$ cat config.mk
export PLATFORM = sky130hd
export DESIGN_NAME = uart_program_loader
export DESIGN_NICKNAME = d
export VERILOG_FILES = /design/src/rtl/cpu_loader_pkg.sv /design/src/rtl/uart_rx.sv /design/src/rtl/uart_program_loader.sv
export SDC_FILE = /design/constraint.sdc
export NUM_CORES = 1
export LEC_CHECK = 0
export ABC_AREA = 1
export BUFFER_PORTS_ARGS = -buffer_cell sky130_fd_sc_hd__buf_2
export CAP_MARGIN = 20
export CORE_UTILIZATION = 57
export DETAILED_ROUTE_END_ITERATION = 8
export PLACE_DENSITY = 0.8
export SETUP_SLACK_MARGIN = 0.4
export SYNTH_ARGS = -nofsm -noshare
export SYNTH_HDL_FRONTEND = slang
export SYNTH_SLANG_ARGS = --single-unit
$ cat constraint.sdc
create_clock -name CLK -period 1.85 [get_ports CLK]
set_input_delay 0.185 -clock CLK [delete_from_list [all_inputs] [get_ports CLK]]
set_output_delay 0.185 -clock CLK [all_outputs]
set_load 0.05 [all_outputs]
$ cat src/rtl/cpu_loader_pkg.sv
// Shared types and constants for the UART program loader.
// Receiver and loader state encodings plus the data/instruction delimiter.
package cpu_loader_pkg;

    localparam logic [31:0] DELIM = 32'hFFFF_FFFF;

    typedef enum logic [1:0] {
        IDLE,
        START,
        DATA,
        STOP
    } rx_state_t;

    typedef enum logic [1:0] {
        LOAD_DATA,
        LOAD_INST,
        RUN
    } ld_state_t;

endpackage

$ cat src/rtl/uart_rx.sv
// 8N1 UART receiver with a 2-flop synchroniser on the serial line.
// Emits a one-cycle BYTE_VALID after a good stop bit, FRAME_ERR_P after a bad one.
module uart_rx
    import cpu_loader_pkg::*;
#(
    parameter int T = 130
) (
    input  logic       CLK,
    input  logic       INITIALIZE_N,
    input  logic       UART_RX,
    output logic [7:0] BYTE,
    output logic       BYTE_VALID,
    output logic       FRAME_ERR_P
);

    localparam int CW = $clog2(T);
    localparam logic [CW-1:0] HALF = CW'(T / 2 - 1);
    localparam logic [CW-1:0] FULL = CW'(T - 1);
    localparam logic [CW-1:0] ONE  = CW'(1);

    rx_state_t   state_q, state_d;
    logic        sync1_q, sync1_d;
    logic        sync2_q, sync2_d;
    logic        prev_q, prev_d;
    logic [CW-1:0] cnt_q, cnt_d;
    logic [2:0]  bit_q, bit_d;
    logic [7:0]  shreg_q, shreg_d;
    logic [7:0]  byte_q, byte_d;
    logic        valid_q, valid_d;
    logic        ferr_q, ferr_d;

    // State register; the line reads as idle-high while in reset
    always_ff @(posedge CLK) begin
        if (!INITIALIZE_N) begin
            state_q <= IDLE;
            sync1_q <= 1'b1;
            sync2_q <= 1'b1;
            prev_q  <= 1'b1;
            cnt_q   <= '0;
            bit_q   <= '0;
            shreg_q <= '0;
            byte_q  <= '0;
            valid_q <= 1'b0;
            ferr_q  <= 1'b0;
        end else begin
            state_q <= state_d;
            sync1_q <= sync1_d;
            sync2_q <= sync2_d;
            prev_q  <= prev_d;
            cnt_q   <= cnt_d;
            bit_q   <= bit_d;
            shreg_q <= shreg_d;
            byte_q  <= byte_d;
            valid_q <= valid_d;
            ferr_q  <= ferr_d;
        end
    end

    // Frame sequencing: mid-bit sampling timed from the start edge
    always_comb begin
        state_d = state_q;
        sync1_d = UART_RX;
        sync2_d = sync1_q;
        prev_d  = sync2_q;
        cnt_d   = cnt_q;
        bit_d   = bit_q;
        shreg_d = shreg_q;
        byte_d  = byte_q;
        valid_d = 1'b0;
        ferr_d  = 1'b0;
        unique case (state_q)
            IDLE: begin
                cnt_d = '0;
                bit_d = '0;
                if (prev_q && !sync2_q) begin
                    state_d = START;
                end
            end
            START: begin
                if (cnt_q == HALF) begin
                    cnt_d   = '0;
                    state_d = sync2_q ? IDLE : DATA;
                end else begin
                    cnt_d = cnt_q + ONE;
                end
            end
            DATA: begin
                if (cnt_q == FULL) begin
                    cnt_d   = '0;
                    shreg_d = {sync2_q, shreg_q[7:1]};
                    bit_d   = bit_q + 3'd1;
                    if (bit_q == 3'd7) begin
                        state_d = STOP;
                    end
                end else begin
                    cnt_d = cnt_q + ONE;
                end
            end
            STOP: begin
                if (cnt_q == FULL) begin
                    cnt_d   = '0;
                    state_d = IDLE;
                    if (sync2_q) begin
                        byte_d  = shreg_q;
                        valid_d = 1'b1;
                    end else begin
                        ferr_d = 1'b1;
                    end
                end else begin
                    cnt_d = cnt_q + ONE;
                end
            end
            default: state_d = IDLE;
        endcase
    end

    assign BYTE        = byte_q;
    assign BYTE_VALID  = valid_q;
    assign FRAME_ERR_P = ferr_q;

endmodule

$ cat src/rtl/uart_program_loader.sv
// Loads big-endian words from the UART into data then instruction memory,
// then forwards received bytes to the core once execution starts.
module uart_program_loader
    import cpu_loader_pkg::*;
#(
    parameter int T       = 130,
    parameter int DADDR_W = 10,
    parameter int IADDR_W = 14
) (
    input  logic               CLK,
    input  logic               INITIALIZE_N,
    input  logic               UART_RX,
    input  logic               START_EXEC,
    output logic               DMEM_WE,
    output logic [DADDR_W-1:0] DMEM_ADDR,
    output logic [31:0]        DMEM_WDATA,
    output logic               IMEM_WE,
    output logic [IADDR_W-1:0] IMEM_ADDR,
    output logic [31:0]        IMEM_WDATA,
    output logic [IADDR_W:0]   INST_COUNT,
    output logic               RUN,
    output logic [7:0]         RX_BYTE,
    output logic               RX_VALID,
    output logic               FRAME_ERR,
    output logic               LOAD_ERR
);

    localparam logic [DADDR_W-1:0] D_ONE = DADDR_W'(1);
    localparam logic [IADDR_W-1:0] I_ONE = IADDR_W'(1);
    localparam logic [IADDR_W:0]   C_ONE = (IADDR_W + 1)'(1);

    logic [7:0] b_data;
    logic       b_valid;
    logic       b_ferr;

    uart_rx #(
        .T(T)
    ) u_rx (
        .CLK         (CLK),
        .INITIALIZE_N(INITIALIZE_N),
        .UART_RX     (UART_RX),
        .BYTE        (b_data),
        .BYTE_VALID  (b_valid),
        .FRAME_ERR_P (b_ferr)
    );

    ld_state_t          state_q, state_d;
    logic [31:0]        word_q, word_d;
    logic [1:0]         bcnt_q, bcnt_d;
    logic [DADDR_W-1:0] dptr_q, dptr_d;
    logic [IADDR_W-1:0] iptr_q, iptr_d;
    logic               dfull_q, dfull_d;
    logic               ifull_q, ifull_d;
    logic [IADDR_W:0]   icnt_q, icnt_d;
    logic               dwe_q, dwe_d;
    logic [DADDR_W-1:0] daddr_q, daddr_d;
    logic [31:0]        dwdata_q, dwdata_d;
    logic               iwe_q, iwe_d;
    logic [IADDR_W-1:0] iaddr_q, iaddr_d;
    logic [31:0]        iwdata_q, iwdata_d;
    logic               ferr_q, ferr_d;
    logic               lerr_q, lerr_d;

    logic [31:0] word_nx;
    logic [1:0]  bcnt_nx;
    logic        done;
    logic        running;

    // Loader registers and output flops
    always_ff @(posedge CLK) begin
        if (!INITIALIZE_N) begin
            state_q  <= LOAD_DATA;
            word_q   <= '0;
            bcnt_q   <= '0;
            dptr_q   <= '0;
            iptr_q   <= '0;
            dfull_q  <= 1'b0;
            ifull_q  <= 1'b0;
            icnt_q   <= '0;
            dwe_q    <= 1'b0;
            daddr_q  <= '0;
            dwdata_q <= '0;
            iwe_q    <= 1'b0;
            iaddr_q  <= '0;
            iwdata_q <= '0;
            ferr_q   <= 1'b0;
            lerr_q   <= 1'b0;
        end else begin
            state_q  <= state_d;
            word_q   <= word_d;
            bcnt_q   <= bcnt_d;
            dptr_q   <= dptr_d;
            iptr_q   <= iptr_d;
            dfull_q  <= dfull_d;
            ifull_q  <= ifull_d;
            icnt_q   <= icnt_d;
            dwe_q    <= dwe_d;
            daddr_q  <= daddr_d;
            dwdata_q <= dwdata_d;
            iwe_q    <= iwe_d;
            iaddr_q  <= iaddr_d;
            iwdata_q <= iwdata_d;
            ferr_q   <= ferr_d;
            lerr_q   <= lerr_d;
        end
    end

    // Word assembly, memory routing and the start-of-execution handover
    always_comb begin
        state_d  = state_q;
        word_d   = word_q;
        bcnt_d   = bcnt_q;
        dptr_d   = dptr_q;
        iptr_d   = iptr_q;
        dfull_d  = dfull_q;
        ifull_d  = ifull_q;
        icnt_d   = icnt_q;
        dwe_d    = 1'b0;
        daddr_d  = daddr_q;
        dwdata_d = dwdata_q;
        iwe_d    = 1'b0;
        iaddr_d  = iaddr_q;
        iwdata_d = iwdata_q;
        ferr_d   = ferr_q | b_ferr;
        lerr_d   = lerr_q;

        running = (state_q == cpu_loader_pkg::RUN);
        word_nx = {word_q[23:0], b_data};
        bcnt_nx = b_valid ? bcnt_q + 2'd1 : bcnt_q;
        done    = b_valid && (bcnt_q == 2'd3);

        if (b_valid && !running) begin
            word_d = word_nx;
            bcnt_d = bcnt_nx;
        end

        unique case (state_q)
            LOAD_DATA: begin
                if (done) begin
                    if (word_nx == DELIM) begin
                        state_d = LOAD_INST;
                    end else if (!dfull_q) begin
                        dwe_d    = 1'b1;
                        daddr_d  = dptr_q;
                        dwdata_d = word_nx;
                        if (dptr_q == '1) begin
                            dfull_d = 1'b1;
                            lerr_d  = 1'b1;
                        end else begin
                            dptr_d = dptr_q + D_ONE;
                        end
                    end
                end
            end
            LOAD_INST: begin
                if (done && !ifull_q) begin
                    iwe_d    = 1'b1;
                    iaddr_d  = iptr_q;
                    iwdata_d = word_nx;
                    icnt_d   = icnt_q + C_ONE;
                    if (iptr_q == '1) begin
                        ifull_d = 1'b1;
                        lerr_d  = 1'b1;
                    end else begin
                        iptr_d = iptr_q + I_ONE;
                    end
                end
                if (START_EXEC) begin
                    state_d = cpu_loader_pkg::RUN;
                    bcnt_d  = '0;
                    if (bcnt_nx != 2'd0) begin
                        lerr_d = 1'b1;
                    end
                end
            end
            cpu_loader_pkg::RUN: begin
                state_d = cpu_loader_pkg::RUN;
            end
            default: state_d = LOAD_DATA;
        endcase
    end

    assign DMEM_WE    = dwe_q;
    assign DMEM_ADDR  = daddr_q;
    assign DMEM_WDATA = dwdata_q;
    assign IMEM_WE    = iwe_q;
    assign IMEM_ADDR  = iaddr_q;
    assign IMEM_WDATA = iwdata_q;
    assign INST_COUNT = icnt_q;
    assign RUN        = running;
    assign RX_BYTE    = running ? b_data : 8'h00;
    assign RX_VALID   = running && b_valid;
    assign FRAME_ERR  = ferr_q;
    assign LOAD_ERR   = lerr_q;

endmodule

==> results of run 1 <==
through the flow:
stage          cell area (sq um)  hold slack [ps]
2_1_floorplan               8100              292
3_3_place_gp                8890              382
3_5_place_dp                8890              381
4_1_cts                    11200              122
cells by family after synthesis:
kind of cell	synth area share [%]
adders and majority gates	2.04
and+or+nand+nor	25.2
DFF	48.9
buffers and inverters	6.82
AOI/OAI and AO/OA	14.7
xor gates and xnor gates	2.30
cell usage after synthesis (2+ instances only):
cell,n
sky130_fd_sc_hd__a21oi_1,112
sky130_fd_sc_hd__o21a_1,2
sky130_fd_sc_hd__buf_4,2
sky130_fd_sc_hd__nor2_2,5
sky130_fd_sc_hd__clkinv_1,2
sky130_fd_sc_hd__buf_6,2
sky130_fd_sc_hd__dfxtp_1,195
sky130_fd_sc_hd__nand2_1,183
sky130_fd_sc_hd__o21ai_0,105
sky130_fd_sc_hd__nand4_1,48
sky130_fd_sc_hd__xor2_1,14
sky130_fd_sc_hd__inv_1,73
sky130_fd_sc_hd__nand3_1,26
sky130_fd_sc_hd__a211oi_1,2
sky130_fd_sc_hd__o21ai_1,2
sky130_fd_sc_hd__or2_2,2
sky130_fd_sc_hd__o211ai_1,2
sky130_fd_sc_hd__xnor2_1,7
sky130_fd_sc_hd__buf_1,6
sky130_fd_sc_hd__clkbuf_1,35
sky130_fd_sc_hd__nor2_4,2
sky130_fd_sc_hd__nor2_1,186
sky130_fd_sc_hd__a31oi_1,2
sky130_fd_sc_hd__inv_2,3
sky130_fd_sc_hd__nand3_2,2
sky130_fd_sc_hd__nor3_1,10
sky130_fd_sc_hd__ha_1,13
sky130_fd_sc_hd__buf_2,12
per-layer routing:
| layer | GRT overflow | GRT usage, % |
|---|---|---|
| met3 | 6 | 67.5 |
| met2 | 954 | 132 |
| met4 | 214 | 110 |
| met5 | 0 | 14.0 |
| met1 | 6 | 89.0 |
timing repair:
item | in CTS
gates resized for setup | 247
hold buffers | 1
hold endpoints to repair | 1
pin swaps | 49
setup endpoints to repair | 165
gates cloned | 18
buffers inserted | 81
==> impl_metrics.xml, run 1 <==
<?xml version="1.0" encoding="UTF-8"?>
<metrics>
  <group name="yosys">
    <metric name="synth_async_sr_flop_share" unit="%">0</metric>
    <metric name="synth.lib_cells_used.distinct" unit="">37</metric>
    <metric name="ys_seq_area_share" unit="%">48.9</metric>
    <metric name="post_synth_inst_count" unit="">1064</metric>
    <metric name="synth-seq-cells" unit="">195</metric>
    <metric name="synth_fp_nets" unit="">1081</metric>
    <metric name="post-synth-top-area-fraction" unit="%">48.9</metric>
    <metric name="synth_area_leaders" unit="">sky130_fd_sc_hd__dfxtp_1, sky130_fd_sc_hd__nor2_1, sky130_fd_sc_hd__nand2_1, sky130_fd_sc_hd__a21oi_1, sky130_fd_sc_hd__o21ai_0</metric>
    <metric name="synth-warning-count" unit="">0</metric>
    <metric name="synth_top_area_cell" unit="">sky130_fd_sc_hd__dfxtp_1</metric>
    <metric name="synth_edf_count" unit="">0</metric>
    <metric name="syn_area_per_cell" unit="sq um">7.50</metric>
    <metric name="ys.flop_type" unit="">sky130_fd_sc_hd__dfxtp_1</metric>
    <metric name="cell_area_after_technology_mapping" unit="sq mm">0.00798</metric>
  </group>
  <group name="die">
    <metric name="die_y" unit="um">120</metric>
    <metric name="floorplan.io_pins" unit="">121</metric>
    <metric name="die_span_x" unit="um">120</metric>
    <metric name="initial_core_util" unit="%">59.3</metric>
    <metric name="std_cell_rows" unit="">42</metric>
  </group>
  <group name="clock_network">
    <metric name="cts-root-buf" unit="">sky130_fd_sc_hd__clkbuf_16</metric>
    <metric name="cts_inserted_buffers" unit="">17</metric>
    <metric name="htree_num_levels" unit="">4</metric>
    <metric name="cts.sinks" unit="">195</metric>
    <metric name="cts.path.max_buffers" unit="">2</metric>
  </group>
  <group name="place">
    <metric name="global_placement_routability_congestion" unit="">0.900</metric>
    <metric name="io_buffer_count" unit="">120</metric>
    <metric name="dp.cells" unit="">1331</metric>
    <metric name="post-dp-hpwl" unit="um">13300</metric>
    <metric name="worst_case_setup_slack_after_placement" unit="ps">96.3</metric>
  </group>
  <group name="run_status">
    <metric name="stop_error" unit="">[ERROR GRT-0232] Routing congestion too high. Check the congestion heatmap in the GUI.</metric>
    <metric name="stop_stage" unit="">global routing</metric>
    <metric name="outcome" unit="">did not finish</metric>
  </group>
  <group name="timing">
    <metric name="timing.worst_endpoint.kind" unit="">register data pin</metric>
    <metric name="grt-worst-endpoint" unit="">INST_COUNT[13]$_SDFFE_PN0P_/D</metric>
  </group>
  <group name="grt">
    <metric name="groute.usage.overall" unit="%">97.4</metric>
    <metric name="global_route.overflow_total" unit="">1180</metric>
    <metric name="grt_start_max_net_pins" unit="">76</metric>
  </group>
</metrics>
==> run 2, diff against run 1 <==
- CORE_UTILIZATION: 57 -> 40
- PLACE_DENSITY: 0.8 -> default
- PLACE_DENSITY_LB_ADDON: default -> 0.15
- SETUP_SLACK_MARGIN: 0.4 -> default
==> run 2 against run 1 <==
Compared with the run above:
- the run now ends clean
- synthesized cell count unchanged
- area after synthesis unchanged
==> impl_metrics.xml, run 2 <==
<?xml version="1.0" encoding="UTF-8"?>
<metrics>
  <group name="route">
    <metric name="drt_wl_cell" unit="um">14.0</metric>
    <metric name="wl" unit="um">20600</metric>
    <metric name="post-route-drc-count" unit="">0</metric>
    <metric name="avgViaCountPerCell" unit="">4.87</metric>
    <metric name="drtAntennaViolNets" unit="">0</metric>
    <metric name="via_count" unit="">7198</metric>
    <metric name="drt_iter0_drc" unit="">457</metric>
    <metric name="drt-pass1-iter-count" unit="">5</metric>
  </group>
  <group name="yosys">
    <metric name="post-synth-top-count-cell" unit="">sky130_fd_sc_hd__dfxtp_1</metric>
    <metric name="synth_edf_count" unit="">0</metric>
    <metric name="synth_commonest_cells" unit="">sky130_fd_sc_hd__dfxtp_1, sky130_fd_sc_hd__nor2_1, sky130_fd_sc_hd__nand2_1</metric>
    <metric name="ys_seq_area_share" unit="%">48.9</metric>
    <metric name="ys.flop_type" unit="">sky130_fd_sc_hd__dfxtp_1</metric>
    <metric name="synth-warning-count" unit="">0</metric>
    <metric name="synth_top_area_cell" unit="">sky130_fd_sc_hd__dfxtp_1</metric>
    <metric name="post_synth_inst_count" unit="">1064</metric>
    <metric name="post-synth-top-area-fraction" unit="%">48.9</metric>
    <metric name="cell_area_after_technology_mapping" unit="sq mm">0.00798</metric>
    <metric name="synth_async_sr_flop_share" unit="%">0</metric>
    <metric name="synth-seq-cells" unit="">195</metric>
    <metric name="synth_area_leaders" unit="">sky130_fd_sc_hd__dfxtp_1, sky130_fd_sc_hd__nor2_1, sky130_fd_sc_hd__nand2_1, sky130_fd_sc_hd__a21oi_1, sky130_fd_sc_hd__o21ai_0</metric>
    <metric name="synth.lib_cells_used.distinct" unit="">37</metric>
    <metric name="syn_area_per_cell" unit="sq um">7.50</metric>
    <metric name="synth_fp_nets" unit="">1081</metric>
  </group>
  <group name="clock_network">
    <metric name="cts-root-buf" unit="">sky130_fd_sc_hd__clkbuf_16</metric>
    <metric name="tritoncts_clock_tree" unit="">done</metric>
    <metric name="cts.reportedPaths.clkPinSlew" unit="ps">70</metric>
    <metric name="cts.sinks" unit="">195</metric>
    <metric name="htree_num_levels" unit="">4</metric>
    <metric name="cts.path.max_buffers" unit="">2</metric>
    <metric name="cts_inserted_buffers" unit="">17</metric>
    <metric name="worst_skew_pair.late_latency" unit="ps">440</metric>
  </group>
  <group name="power">
    <metric name="standby_leakage_power" unit="uW">0.00411</metric>
    <metric name="ir_worst_vdd" unit="mV">0.638</metric>
    <metric name="powerDensity" unit="mW/mm^2">840</metric>
  </group>
  <group name="worst_setup_path">
    <metric name="critical_path_peak_fanout" unit="">9</metric>
    <metric name="critPathKind" unit="">flip-flop to primary output</metric>
    <metric name="timing.critical_path.max_delay_family" unit="">buffers and inverters</metric>
    <metric name="endpoint_kind" unit="">primary output</metric>
    <metric name="required_time_of_the_critical_path" unit="ps">1660</metric>
    <metric name="worst_path_max_delay_cell" unit="">sky130_fd_sc_hd__dfxtp_1</metric>
    <metric name="ff2ff_setup_slack" unit="ps">140</metric>
    <metric name="critPathLaunchType" unit="">flip-flop</metric>
    <metric name="timing.critical_path.arrival" unit="ps">1580</metric>
    <metric name="worstPathBufferInverterCount" unit="">4</metric>
    <metric name="worstPathCellList" unit="">inv_1, ha_2, buf_6, nand2_1, inv_1, buf_6</metric>
    <metric name="critical-path-max-stage-delay" unit="ps">330</metric>
  </group>
  <group name="die">
    <metric name="std_cell_rows" unit="">51</metric>
    <metric name="floorplan.io_pins" unit="">121</metric>
    <metric name="initial_core_util" unit="%">40.9</metric>
    <metric name="fp.dieArea" unit="sq mm">0.0205</metric>
    <metric name="die_span_x" unit="um">143</metric>
    <metric name="die_y" unit="um">143</metric>
    <metric name="core_footprint" unit="sq mm">0.0195</metric>
  </group>
  <group name="timing">
    <metric name="drv_slew" unit="">0</metric>
    <metric name="period_utilization_post_route" unit="%">95.3</metric>
    <metric name="period_minus_slack" unit="ps">1760</metric>
    <metric name="fmax" unit="GHz">0.567</metric>
    <metric name="final_hold_viol_count" unit="">0</metric>
    <metric name="setup_tns" unit="ps">0</metric>
    <metric name="finalSetupViolCount" unit="">0</metric>
    <metric name="whs" unit="ps">116</metric>
    <metric name="unrepaired_setup_endpoints_after_global_routing" unit="">yes</metric>
    <metric name="worst_pin_slew" unit="ps">532</metric>
    <metric name="timing.max_slew.rel_slack" unit="%">64.5</metric>
    <metric name="skew" unit="ps">10.4</metric>
  </group>
  <group name="flow_run">
    <metric name="timing.max_cap.violations" unit="">0</metric>
  </group>
  <group name="place">
    <metric name="post-dp-hpwl" unit="um">14200</metric>
    <metric name="global_placement_routability_congestion" unit="">0.824</metric>
    <metric name="io_buffer_count" unit="">120</metric>
  </group>
  <group name="grt">
    <metric name="antenna_found_initial" unit="">0</metric>
    <metric name="grt_pass1_vias" unit="">6316</metric>
    <metric name="grt_pass1_wl" unit="um">32800</metric>
    <metric name="grt_start_max_net_pins" unit="">110</metric>
    <metric name="groute.usage.overall" unit="%">20.5</metric>
    <metric name="global_route.overflow_total" unit="">0</metric>
  </group>
  <group name="final_layout">
    <metric name="syn2layout_area_growth" unit="%">23.2</metric>
    <metric name="final_cell_mix" unit="">sky130_fd_sc_hd__dfxtp_1, sky130_fd_sc_hd__nor2_1, sky130_fd_sc_hd__nand2_1, sky130_fd_sc_hd__a21oi_1, sky130_fd_sc_hd__buf_2</metric>
    <metric name="layout_commonest_cell" unit="">sky130_fd_sc_hd__dfxtp_1</metric>
    <metric name="num_antenna_cells" unit="">0</metric>
    <metric name="layout-drive-gt1-share" unit="%">18.5</metric>
    <metric name="nNetsFinal" unit="">1217</metric>
  </group>
  <group name="run_status">
    <metric name="outcome" unit="">finished clean</metric>
  </group>
  <group name="hold_path">
    <metric name="timing.hold.worst.class" unit="">primary input to flip-flop</metric>
  </group>
</metrics>
==> run 2: cell counts after synthesis <==
Identical to the previous run, type by type.
==> run 2: final timing paths <==
check,from,cells past startpoint,end
min reg2reg,u_rx.sync1_q,1,u_rx.prev_d
min,START_EXEC,4,bcnt_q[1]
max reg2reg,iptr_q[1],8,iptr_q[7]
max,state_q[0],6,RX_BYTE[6]
==> run 2: power by group <==
group / switching [uW] / leakage [uW] / total, uW / internal (uW)
clock: 1620 / 0.000288 / 3900 / 2280
sequential: 13.7 / 0.00157 / 4220 / 4200
combinational: 105 / 0.00225 / 151 / 45.8
==> run 2: cell type report <==
class	instances	area (sq um)
fill	1999	9690
sequential	195	3900
multi-input combinational	734	3560
timing repair buffer	174	1130
clock buffer	21	440
tap	265	332
inverter	78	293
clock inverter	11	178
==> run 2: kinds of logic after synthesis <==
logic type	after synthesis	share of synthesized area, %
simple gates	470	25.2
compound gates	230	14.7
flops	195	48.9
buf+inv	135	6.82
xor+xnor	21	2.30
fa+ha+maj	13	2.04
==> run 2: tightest hold or removal path, stage by stage <==
cell and delay (ps):
sky130_fd_sc_hd__buf_2 120, sky130_fd_sc_hd__nand2_1 60, sky130_fd_sc_hd__nand2_1 80, sky130_fd_sc_hd__a211oi_1 50
==> run 2: timing repair <==
item,CTS,global route
hold endpoints to repair,1,0
hold buffers,1,0
endpoints found under the setup margin,4,24
setup buffers,0,3
gates resized for setup,4,20
pin swaps,0,1
==> run 2: through the flow <==
step	setup WS [ps]	utilization, %	std cells	total power (uW)	cell area, sq um
6_report	86.4	50.4	1478	8270	9840
5_1_grt	-26.3	50.4	1478	8570	9840
4_1_cts	2.92	50.0	1475	8360	9760
3_5_place_dp	102	46.7	1442	4460	9120
2_1_floorplan	55.2	-	1064	4420	7990
3_3_place_gp	155	46.7	1442	4460	9120
==> run 2: metal layers <==
metal  part of all wire [%]  wire length [um]  global-route usage [%]
met1                     47              9740                    26.8
met2                     48              9890                    34.0
met3                    3.9               804                    4.90
met4                   0.91               188                    4.59
met5                      0                 0                       0
Note: power is estimated with default switching activity, not from simulation.
